### src/rtl/apb_uart_arb_pkg.sv
// Shared types and constants for the APB UART print arbiter.
package apb_uart_arb_pkg;

   // Arbiter transaction phases toward the shared UART
   typedef enum logic [1:0] {
      ST_IDLE   = 2'd0,
      ST_SETUP  = 2'd1,
      ST_ACCESS = 2'd2,
      ST_RESP   = 2'd3
   } arb_state_e;

   localparam logic [7:0]  DefNewlineChar = 8'h0A;
   localparam logic [31:0] DefThrOffset   = 32'h0000_0000;

   // Width of an index into n requesters; never narrower than one bit
   function automatic int idx_width(input int n);
      if (n > 1) begin
         return $clog2(n);
      end else begin
         return 1;
      end
   endfunction

endpackage

### src/rtl/apb_uart_arb_rr_picker.sv
// Combinational masked round-robin picker: searches the masked request vector
// starting one past the previous winner and wrapping once around.
module apb_uart_arb_rr_picker
   import apb_uart_arb_pkg::*;
#(
   parameter int NumReq = 4
) (
   input  logic [NumReq-1:0]                 req_i,
   input  logic [NumReq-1:0]                 mask_i,
   input  logic [idx_width(NumReq)-1:0]      last_i,
   output logic                              valid_o,
   output logic [idx_width(NumReq)-1:0]      idx_o
);

   localparam int IdxW = idx_width(NumReq);

   logic [NumReq-1:0] cand_s;
   logic [IdxW-1:0]   pos_s;

   assign cand_s = req_i & mask_i;

   // First eligible candidate after last_i wins; last_i itself is checked last
   always_comb begin
      valid_o = 1'b0;
      idx_o   = '0;
      pos_s   = '0;
      for (int i = 1; i <= NumReq; i++) begin
         pos_s = IdxW'((int'(last_i) + i) % NumReq);
         if (!valid_o && cand_s[pos_s]) begin
            valid_o = 1'b1;
            idx_o   = pos_s;
         end else begin
            valid_o = valid_o;
            idx_o   = idx_o;
         end
      end
   end

endmodule

### src/rtl/apb_uart_print_arbiter.sv
// Shares one mock UART APB slave between several APB requesters. A write of a
// printable character to the THR locks the UART to that requester until it
// writes the newline, so lines from different cores never interleave. An
// owner that goes quiet loses the lock after LockTimeout idle cycles.
module apb_uart_print_arbiter
   import apb_uart_arb_pkg::*;
#(
   parameter int          NumReq      = 4,
   parameter int          AddrWidth   = 32,
   parameter int          LockTimeout = 1024,
   parameter logic [31:0] ThrOffset   = DefThrOffset,
   parameter logic [7:0]  NewlineChar = DefNewlineChar
) (
   input  logic                             clk_i,
   input  logic                             rst_i,
   input  logic [NumReq-1:0]                psel_i,
   input  logic [NumReq-1:0]                penable_i,
   input  logic [NumReq-1:0]                pwrite_i,
   input  logic [NumReq-1:0][AddrWidth-1:0] paddr_i,
   input  logic [NumReq-1:0][31:0]          pwdata_i,
   output logic [NumReq-1:0][31:0]          prdata_o,
   output logic [NumReq-1:0]                pready_o,
   output logic [NumReq-1:0]                pslverr_o,
   output logic                             psel_o,
   output logic                             penable_o,
   output logic                             pwrite_o,
   output logic [AddrWidth-1:0]             paddr_o,
   output logic [31:0]                      pwdata_o,
   input  logic [31:0]                      prdata_i,
   input  logic                             pready_i,
   input  logic                             pslverr_i,
   output logic                             lock_active_o,
   output logic [$clog2(NumReq)-1:0]        lock_idx_o
);

   localparam int              IdxW       = idx_width(NumReq);
   localparam int              CntW       = $clog2(LockTimeout + 1);
   localparam logic [CntW-1:0] TimeoutMax = CntW'(LockTimeout - 1);
   localparam logic [CntW-1:0] CntOne     = CntW'(1);

   arb_state_e           state_q, state_d;
   logic [IdxW-1:0]      gidx_q, gidx_d;
   logic [IdxW-1:0]      last_q, last_d;
   logic                 pwrite_q, pwrite_d;
   logic [AddrWidth-1:0] paddr_q, paddr_d;
   logic [31:0]          pwdata_q, pwdata_d;
   logic [31:0]          prdata_q, prdata_d;
   logic                 pslverr_q, pslverr_d;
   logic                 lock_q, lock_d;
   logic [IdxW-1:0]      lock_idx_q, lock_idx_d;
   logic [CntW-1:0]      cnt_q, cnt_d;

   logic                 owner_idle_s;
   logic                 timeout_s;
   logic [NumReq-1:0]    mask_s;
   logic                 pick_valid_s;
   logic [IdxW-1:0]      pick_idx_s;
   logic                 resp_hs_s;
   logic                 thr_hit_s;

   // Idle-owner timeout and the request mask applied to arbitration this cycle;
   // a timeout drops the mask immediately so the same cycle arbitrates freely
   always_comb begin
      owner_idle_s = lock_q && (state_q == ST_IDLE) && !psel_i[lock_idx_q];
      timeout_s    = owner_idle_s && (cnt_q == TimeoutMax);
      mask_s       = {NumReq{1'b1}};
      if (lock_q && !timeout_s) begin
         mask_s             = '0;
         mask_s[lock_idx_q] = 1'b1;
      end else begin
         mask_s = {NumReq{1'b1}};
      end
   end

   apb_uart_arb_rr_picker #(
      .NumReq (NumReq)
   ) u_picker (
      .req_i   (psel_i),
      .mask_i  (mask_s),
      .last_i  (last_q),
      .valid_o (pick_valid_s),
      .idx_o   (pick_idx_s)
   );

   // Next-state logic for the transfer FSM, captured fields and line lock
   always_comb begin
      state_d    = state_q;
      gidx_d     = gidx_q;
      last_d     = last_q;
      pwrite_d   = pwrite_q;
      paddr_d    = paddr_q;
      pwdata_d   = pwdata_q;
      prdata_d   = prdata_q;
      pslverr_d  = pslverr_q;
      lock_d     = lock_q;
      lock_idx_d = lock_idx_q;
      cnt_d      = cnt_q;
      resp_hs_s  = 1'b0;
      thr_hit_s  = (paddr_q[7:0] == ThrOffset[7:0]);
      case (state_q)
         ST_IDLE: begin
            // Reaching TimeoutMax always fires the timeout, so the
            // increment below can never wrap
            if (timeout_s) begin
               lock_d = 1'b0;
               cnt_d  = '0;
            end else if (pick_valid_s && lock_q && (pick_idx_s == lock_idx_q)) begin
               cnt_d = '0;
            end else if (owner_idle_s) begin
               cnt_d = cnt_q + CntOne;
            end else begin
               cnt_d = cnt_q;
            end
            if (pick_valid_s) begin
               gidx_d   = pick_idx_s;
               last_d   = pick_idx_s;
               pwrite_d = pwrite_i[pick_idx_s];
               paddr_d  = paddr_i[pick_idx_s];
               pwdata_d = pwdata_i[pick_idx_s];
               state_d  = ST_SETUP;
            end else begin
               state_d = ST_IDLE;
            end
         end
         ST_SETUP: begin
            state_d = ST_ACCESS;
         end
         ST_ACCESS: begin
            if (pready_i) begin
               prdata_d  = prdata_i;
               pslverr_d = pslverr_i;
               state_d   = ST_RESP;
            end else begin
               state_d = ST_ACCESS;
            end
         end
         ST_RESP: begin
            if (!psel_i[gidx_q]) begin
               // Requester abandoned the transfer: drop the response
               state_d = ST_IDLE;
            end else if (penable_i[gidx_q]) begin
               resp_hs_s = 1'b1;
               state_d   = ST_IDLE;
               if (pwrite_q && thr_hit_s) begin
                  if (pwdata_q[7:0] == NewlineChar) begin
                     lock_d = 1'b0;
                     cnt_d  = '0;
                  end else begin
                     lock_d     = 1'b1;
                     lock_idx_d = gidx_q;
                     cnt_d      = '0;
                  end
               end else begin
                  lock_d = lock_q;
               end
            end else begin
               state_d = ST_RESP;
            end
         end
         default: begin
            state_d = ST_IDLE;
         end
      endcase
   end

   // FSM state register
   always_ff @(posedge clk_i or posedge rst_i) begin
      if (rst_i) begin
         state_q <= ST_IDLE;
      end else begin
         state_q <= state_d;
      end
   end

   // Granted index, round-robin pointer, request fields and UART response
   always_ff @(posedge clk_i or posedge rst_i) begin
      if (rst_i) begin
         gidx_q    <= '0;
         last_q    <= '0;
         pwrite_q  <= 1'b0;
         paddr_q   <= '0;
         pwdata_q  <= 32'h0000_0000;
         prdata_q  <= 32'h0000_0000;
         pslverr_q <= 1'b0;
      end else begin
         gidx_q    <= gidx_d;
         last_q    <= last_d;
         pwrite_q  <= pwrite_d;
         paddr_q   <= paddr_d;
         pwdata_q  <= pwdata_d;
         prdata_q  <= prdata_d;
         pslverr_q <= pslverr_d;
      end
   end

   // Line lock owner and idle timeout counter
   always_ff @(posedge clk_i or posedge rst_i) begin
      if (rst_i) begin
         lock_q     <= 1'b0;
         lock_idx_q <= '0;
         cnt_q      <= '0;
      end else begin
         lock_q     <= lock_d;
         lock_idx_q <= lock_idx_d;
         cnt_q      <= cnt_d;
      end
   end

   // UART-side strobes decode from state; the response is routed only to the
   // granted requester during its handshake cycle
   always_comb begin
      psel_o    = (state_q == ST_SETUP) || (state_q == ST_ACCESS);
      penable_o = (state_q == ST_ACCESS);
      pready_o  = '0;
      prdata_o  = '0;
      pslverr_o = '0;
      if (resp_hs_s) begin
         pready_o[gidx_q]  = 1'b1;
         prdata_o[gidx_q]  = prdata_q;
         pslverr_o[gidx_q] = pslverr_q;
      end else begin
         pready_o  = '0;
         prdata_o  = '0;
         pslverr_o = '0;
      end
   end

   assign pwrite_o      = pwrite_q;
   assign paddr_o       = paddr_q;
   assign pwdata_o      = pwdata_q;
   assign lock_active_o = lock_q;
   assign lock_idx_o    = lock_idx_q;

endmodule

### config.mk
export PLATFORM = sky130hd
export DESIGN_NAME = apb_uart_print_arbiter
export DESIGN_NICKNAME = d
export VERILOG_FILES = /design/src/rtl/apb_uart_arb_pkg.sv /design/src/rtl/apb_uart_arb_rr_picker.sv /design/src/rtl/apb_uart_print_arbiter.sv
export SDC_FILE = /design/constraint.sdc
export NUM_CORES = 1
export LEC_CHECK = 0
export CORE_AREA = 4 4 194 196
export DETAILED_ROUTE_END_ITERATION = 16
export DIE_AREA = 0 0 198 200
export GPL_TIMING_DRIVEN = 1
export HOLD_SLACK_MARGIN = 0.15
export MAX_ROUTING_LAYER = met4
export PLACE_DENSITY_LB_ADDON = 0.15
export REMOVE_ABC_BUFFERS = 1
export SLEW_MARGIN = 15
export SYNTH_ARGS = -nofsm -noshare
export SYNTH_HDL_FRONTEND = slang
export SYNTH_SLANG_ARGS = --single-unit
### constraint.sdc
create_clock -name clk_i -period 5.4 [get_ports clk_i]
set_input_delay 1.08 -clock clk_i [delete_from_list [all_inputs] [get_ports clk_i]]
set_output_delay 1.08 -clock clk_i [all_outputs]
set_load 0.05 [all_outputs]
**After elaboration in Yosys (flattened, before gate mapping)**

Cells that the tools add are included.

- Output and inout port bits: 206
- Input port bits: 304
- Register bits after elaboration: 116

- Add/subtract/negate cells: 5
- Equal/unequal tests: 11
- Reduce and logical (&&, ||, !) cells: 26
- Bitwise operators: 4
- Multiplexer cells: 59
- $lt $le $gt $ge: 9

Operator list:

| kind | count |
|---|---|
| $and A128 B128 Y128 | 1 |
| $bmux W32 S2 | 2 |
| $mux W128 | 1 |
| $mux W32 | 3 |
| $mux W11 | 6 |
| $demux W32 S2 | 1 |
| $mux W1 | 24 |
| $pmux W11 S2 | 1 |
| $lt A2 B3 Y1 const B | 7 |
| $bmux W1 S2 | 8 |
| $reduce_and A5 Y1 | 3 |
| $logic_and A1 B1 Y1 | 12 |
| $mux W2 | 6 |
| $mux W4 | 3 |
| $add A11 B1 Y11 const B | 1 |
| $eq A11 B10 Y1 const B | 1 |
| $and A4 B4 Y4 | 2 |
| $eq A8 B4 Y1 const B | 1 |
| $logic_not A8 Y1 | 1 |
| $ne A2 B2 Y1 const B | 4 |
| $pmux W2 S4 | 1 |
| $logic_not A1 Y1 | 5 |
| $add A2 B1 Y2 const B | 2 |
| $add A2 B2 Y2 const B | 2 |
| 12 further kinds | 16 |

**Longest topological paths before layout**

- Word-level depth: 26
- Depth in mapped cells: 15
- Depth with buffers taken out: 11

**Modules after synthesis**

Synthesis repeated with hierarchy kept, for this count alone.

- Cells, all modules: 581
- Area total of the unflattened synthesis: 7521.0 µm²

By module, submodules not included:

| module | times used | sequential area each (µm²) | cells each | area each (µm²) |
|---|---|---|---|---|
| apb_uart_print_arbiter | 1 | 2902.8 | 566 | 7404.6 |
| apb_uart_arb_rr_picker | 1 | 0.0 | 15 | 116.4 |

**Worst setup path after synthesis**

Ideal clock, no wire load.

- Path type: in2out
- Start: input port psel_i[1]
- End: output port prdata_o[100] in the netlist's numbering
- Path slack: 1.511 ns
- Required time: 4.320 ns
- Stages on the path: 8
- Buffers on the path: 3
- Data arrival time: 2.809 ns
- Path through: mux2_2 nor2_1 a21oi_1 and3_1 clkbuf_1 clkbuf_1 clkbuf_1 and3_1

RTL lines:

| item | RTL line | RTL |
|---|---|---|
| start, declared | apb_uart_print_arbiter.sv:16 | `input logic [NumReq-1:0] psel_i,` |
| end, declared | apb_uart_print_arbiter.sv:21 | `output logic [NumReq-1:0][31:0] prdata_o,` |

==> reports/metrics.yaml <==
run_status:
  outcome: "completed"
sta:
  setup_viol: 0
  period_share: 0.898
  timing.clock.skew_ns: 0.0133
  hold_viol: 0
  final.min_clock_period_ns: 4.85
  finalWorstSetupSlack_ns: 0.551
  slew-limit-headroom: 0.196
  max_freq_ghz: 0.206
  tns_ns: 0
  rsz0062_at_grt: "false"
  worstMarginPinSlew_ns: 1.21
  maxSlewViolCount: 0
yosys:
  yosysWarnings: 0
  syn-cell-area_sq_um: 8420
  yosysUniqueCellTypes: 58
  async_flop_share: 1.00
  yosys_register_bits: 116
  synth_edf_count: 0
  avgSynthCellArea_sq_um: 9.59
  synth_cells: 878
  ys.flop_type: "dfrtp_1"
  synth_seq_area_share: 0.345
clock_tree:
  hold_buffers: 0
  clockBufferDepth: 2
  cts_tree: "yes"
  cts_htree_levels: 4
  post-cts-setup-buffer-count: 0
  clkSinkCount: 116
  path_clk_slew_ns: 0.06
  ctsResizeCount: 0
  numCtsBuffers: 17
  clock_latency_ns: 0.41
  cts-root-buf: "clkbuf_16"
layout:
  regArea_sq_um: 2900
  nNetsFinal: 1665
  drive_above_1_share: 0.143
  fin_cells: 1842
  syn2layout_area_growth_pct: 71.8
  fillers: 3626
  multi_input_area_sq_um: 5050
grt:
  grt_pass1_vias: 8354
  grt_max_degree: 137
  grt-ovfl-total: 0
  grt_pass1_wl_microns: 51400
  antenna_found_initial: 7
  grtUsageTotal: 0.175
placement:
  gp_congestion: 0.866
  dpl_worst_slack_ns: 0.596
  hpwl_microns: 28200
  place_inst: 1801
  port_buffers: 509
setup_path:
  crit_type: "in -> out"
  worst_setup_path_start_kind: "input port"
  worstPathMaxFanout: 136
  cp.required_ns: 4.32
  end_kind: "primary output"
  crit_arrival_ns: 3.77
drt:
  drt_iter0_markers: 273
  wl_per_cell_microns: 19.3
  drc: 0
  vias: 8290
  ant_nets: 0
  routed_wl_microns: 35500
  dr.pass1.iters: 4
  via_per_inst: 4.50
power:
  p_clk_frac: 0.129
  netSwitchingPower_mw: 4.25
  powerDensity_nw_per_um2: 612
  sequentialPowerShare: 0.193
  p_int_mw: 4.61
  power.total_mw: 8.86
  power_leakage_nw: 6.53
  peakVddDrop_v: 0.000517
  p_sw_frac: 0.480
  p_comb_frac: 0.678
floorplan:
  coreArea_sq_um: 36100
  start_util: 0.233
  die-area_sq_um: 39600
  io_pins: 510
  die_y_microns: 200
  rows: 70
  chipWidth_microns: 198
run:
  maxCapViolations: 0
min_path:
  hp-class: "reg -> reg"
[state kept, by name (all words and copies together) (netlist names)]
| register | flops |
|---|---|
| state_q | 2 |
| pwdata_o | 32 |
| pslverr_q | 1 |
| paddr_o | 32 |
| cnt_q | 11 |
| lock_active_o | 1 |
| last_q | 2 |
| lock_idx_o | 2 |
| pwrite_o | 1 |
| prdata_q | 32 |
[power groups by stage]
stage / Sequential (mW) / Clock [mW] / Combinational [mW]
after floorplan: 2.43 / 0 / 3.25
after global placement: 1.72 / 0 / 6.08
after detailed placement: 1.73 / 0 / 6.10
after CTS: 1.72 / 1.19 / 6.12
after global routing: 1.78 / 1.23 / 6.48
final: 1.71 / 1.14 / 6.00
[metal layers]
layer,vias up,share of wire,GRT usage
met3,26,0.088,0.0609
met2,305,0.52,0.307
met5,-,0,-
li1,4146,-,-
met4,0,0.016,0.0467
met1,3813,0.38,0.189
[cells in the final DEF, fill, tap and decap left out, drive strengths merged, types with 2 or more instances in the layout]
cell and count:
and3 136, o21a 2, nor2 18, nand3b 3, nor4bb 2, nand4 2, diode 9, nor3 5
a21o 2, inv 16, nor3b 2, clkbuf 18, nand3 6, clkdlybuf4s50 481, o31a 2, clkinvlp 3
a21oi 12, and2 8, nand2 92, a31oi 3, o21ai 99, nor4 8, nand2b 4, bufinv 2
ha 9, o22ai 2, mux2 101, dfrtp 116, buf 47, mux2i 135, and2b 2, clkinv 5
o211ai 2, or3 2
[area by class of cell]
class                      count  share of cell area
multi-input combinational    677               0.349
sequential                   116               0.201
tap                          468              0.0405
antenna                        9             0.00156
inverter                      12             0.00329
timing repair buffer         528               0.364
clock buffer                  18              0.0297
clock inverter                14              0.0106
[synth_stat cells (3+ instances only)]
cell type / number / area [sq um]
o21ai_0: 20 / 100
buf_4: 3 / 22.5
nor3_1: 5 / 25.0
ha_1: 9 / 113
clkbuf_4: 6 / 45.0
mux2i_1: 135 / 1350
buf_1: 3 / 11.3
a31oi_1: 3 / 18.8
o21ai_2: 3 / 26.3
and2_1: 8 / 50.1
clkbuf_1: 45 / 169
a21oi_1: 11 / 55.1
mux2_2: 101 / 1140
dfrtp_1: 116 / 2900
nor4_1: 7 / 43.8
and3_1: 136 / 851
nor2_1: 17 / 63.8
o21ai_1: 76 / 380
nand2b_1: 4 / 25.0
buf_2: 8 / 40.0
nand3b_1: 3 / 22.5
nand3_1: 6 / 30.0
inv_1: 11 / 41.3
buf_12: 7 / 140
nand2_1: 92 / 345
[critical path: stages]
cell             delay (ns)
clkdlybuf4s50_1        0.53
mux2_2                 0.22
nor2_1                 0.05
a21oi_1                0.21
and3_2                 0.24
buf_12                 0.31
and3_1                 0.22
clkdlybuf4s50_1        0.80
[path summary, 6_finish.rpt]
path,slack [ns],end,startpoint,cells past startpoint
worst max-delay path,0.55,prdata_o[87],psel_i[0],8
worst min-delay path,0.48,paddr_o[19]$_DFFE_PP0P_,paddr_o[19]$_DFFE_PP0P_,2
worst max register to register,1.68,pwdata_o[10]$_DFFE_PP0P_,state_q[0]$_DFF_PP0_,12
worst min register to register,0.48,paddr_o[19]$_DFFE_PP0P_,paddr_o[19]$_DFFE_PP0P_,2
max in group asynchronous,3.37,pwdata_o[25]$_DFFE_PP0P_,rst_i,3
min in group asynchronous,1.16,pwdata_o[22]$_DFFE_PP0P_,rst_i,2
[stage by stage]
| stage | hold slack, ns | utilization | instance area (sq um) |
|---|---|---|---|
| after floorplan | 0.471 | - | 7980 |
| after global placement | 0.466 | 0.384 | 13900 |
| after detailed placement | 0.474 | 0.384 | 13900 |
| after CTS | 0.489 | 0.400 | 14400 |
| after global routing | 0.506 | 0.401 | 14500 |
| final | 0.483 | 0.401 | 14500 |
[logic make-up (layout without fill, tap and decap cells)]
kind of cell | Yosys count | in the layout | share of synthesized area
other | 0 | 9 | 0
AND/OR/NAND/NOR | 293 | 293 | 0.188
adder cells (fa/ha/maj) | 9 | 9 | 0.0134
buffers and inverters | 85 | 572 | 0.0580
flip-flops | 116 | 116 | 0.345
XOR/XNOR | 1 | 1 | 0.00193
multiplexers | 237 | 237 | 0.298
AO/OA/AOI/OAI | 137 | 137 | 0.0954
Power figures use the tool's default switching activity.
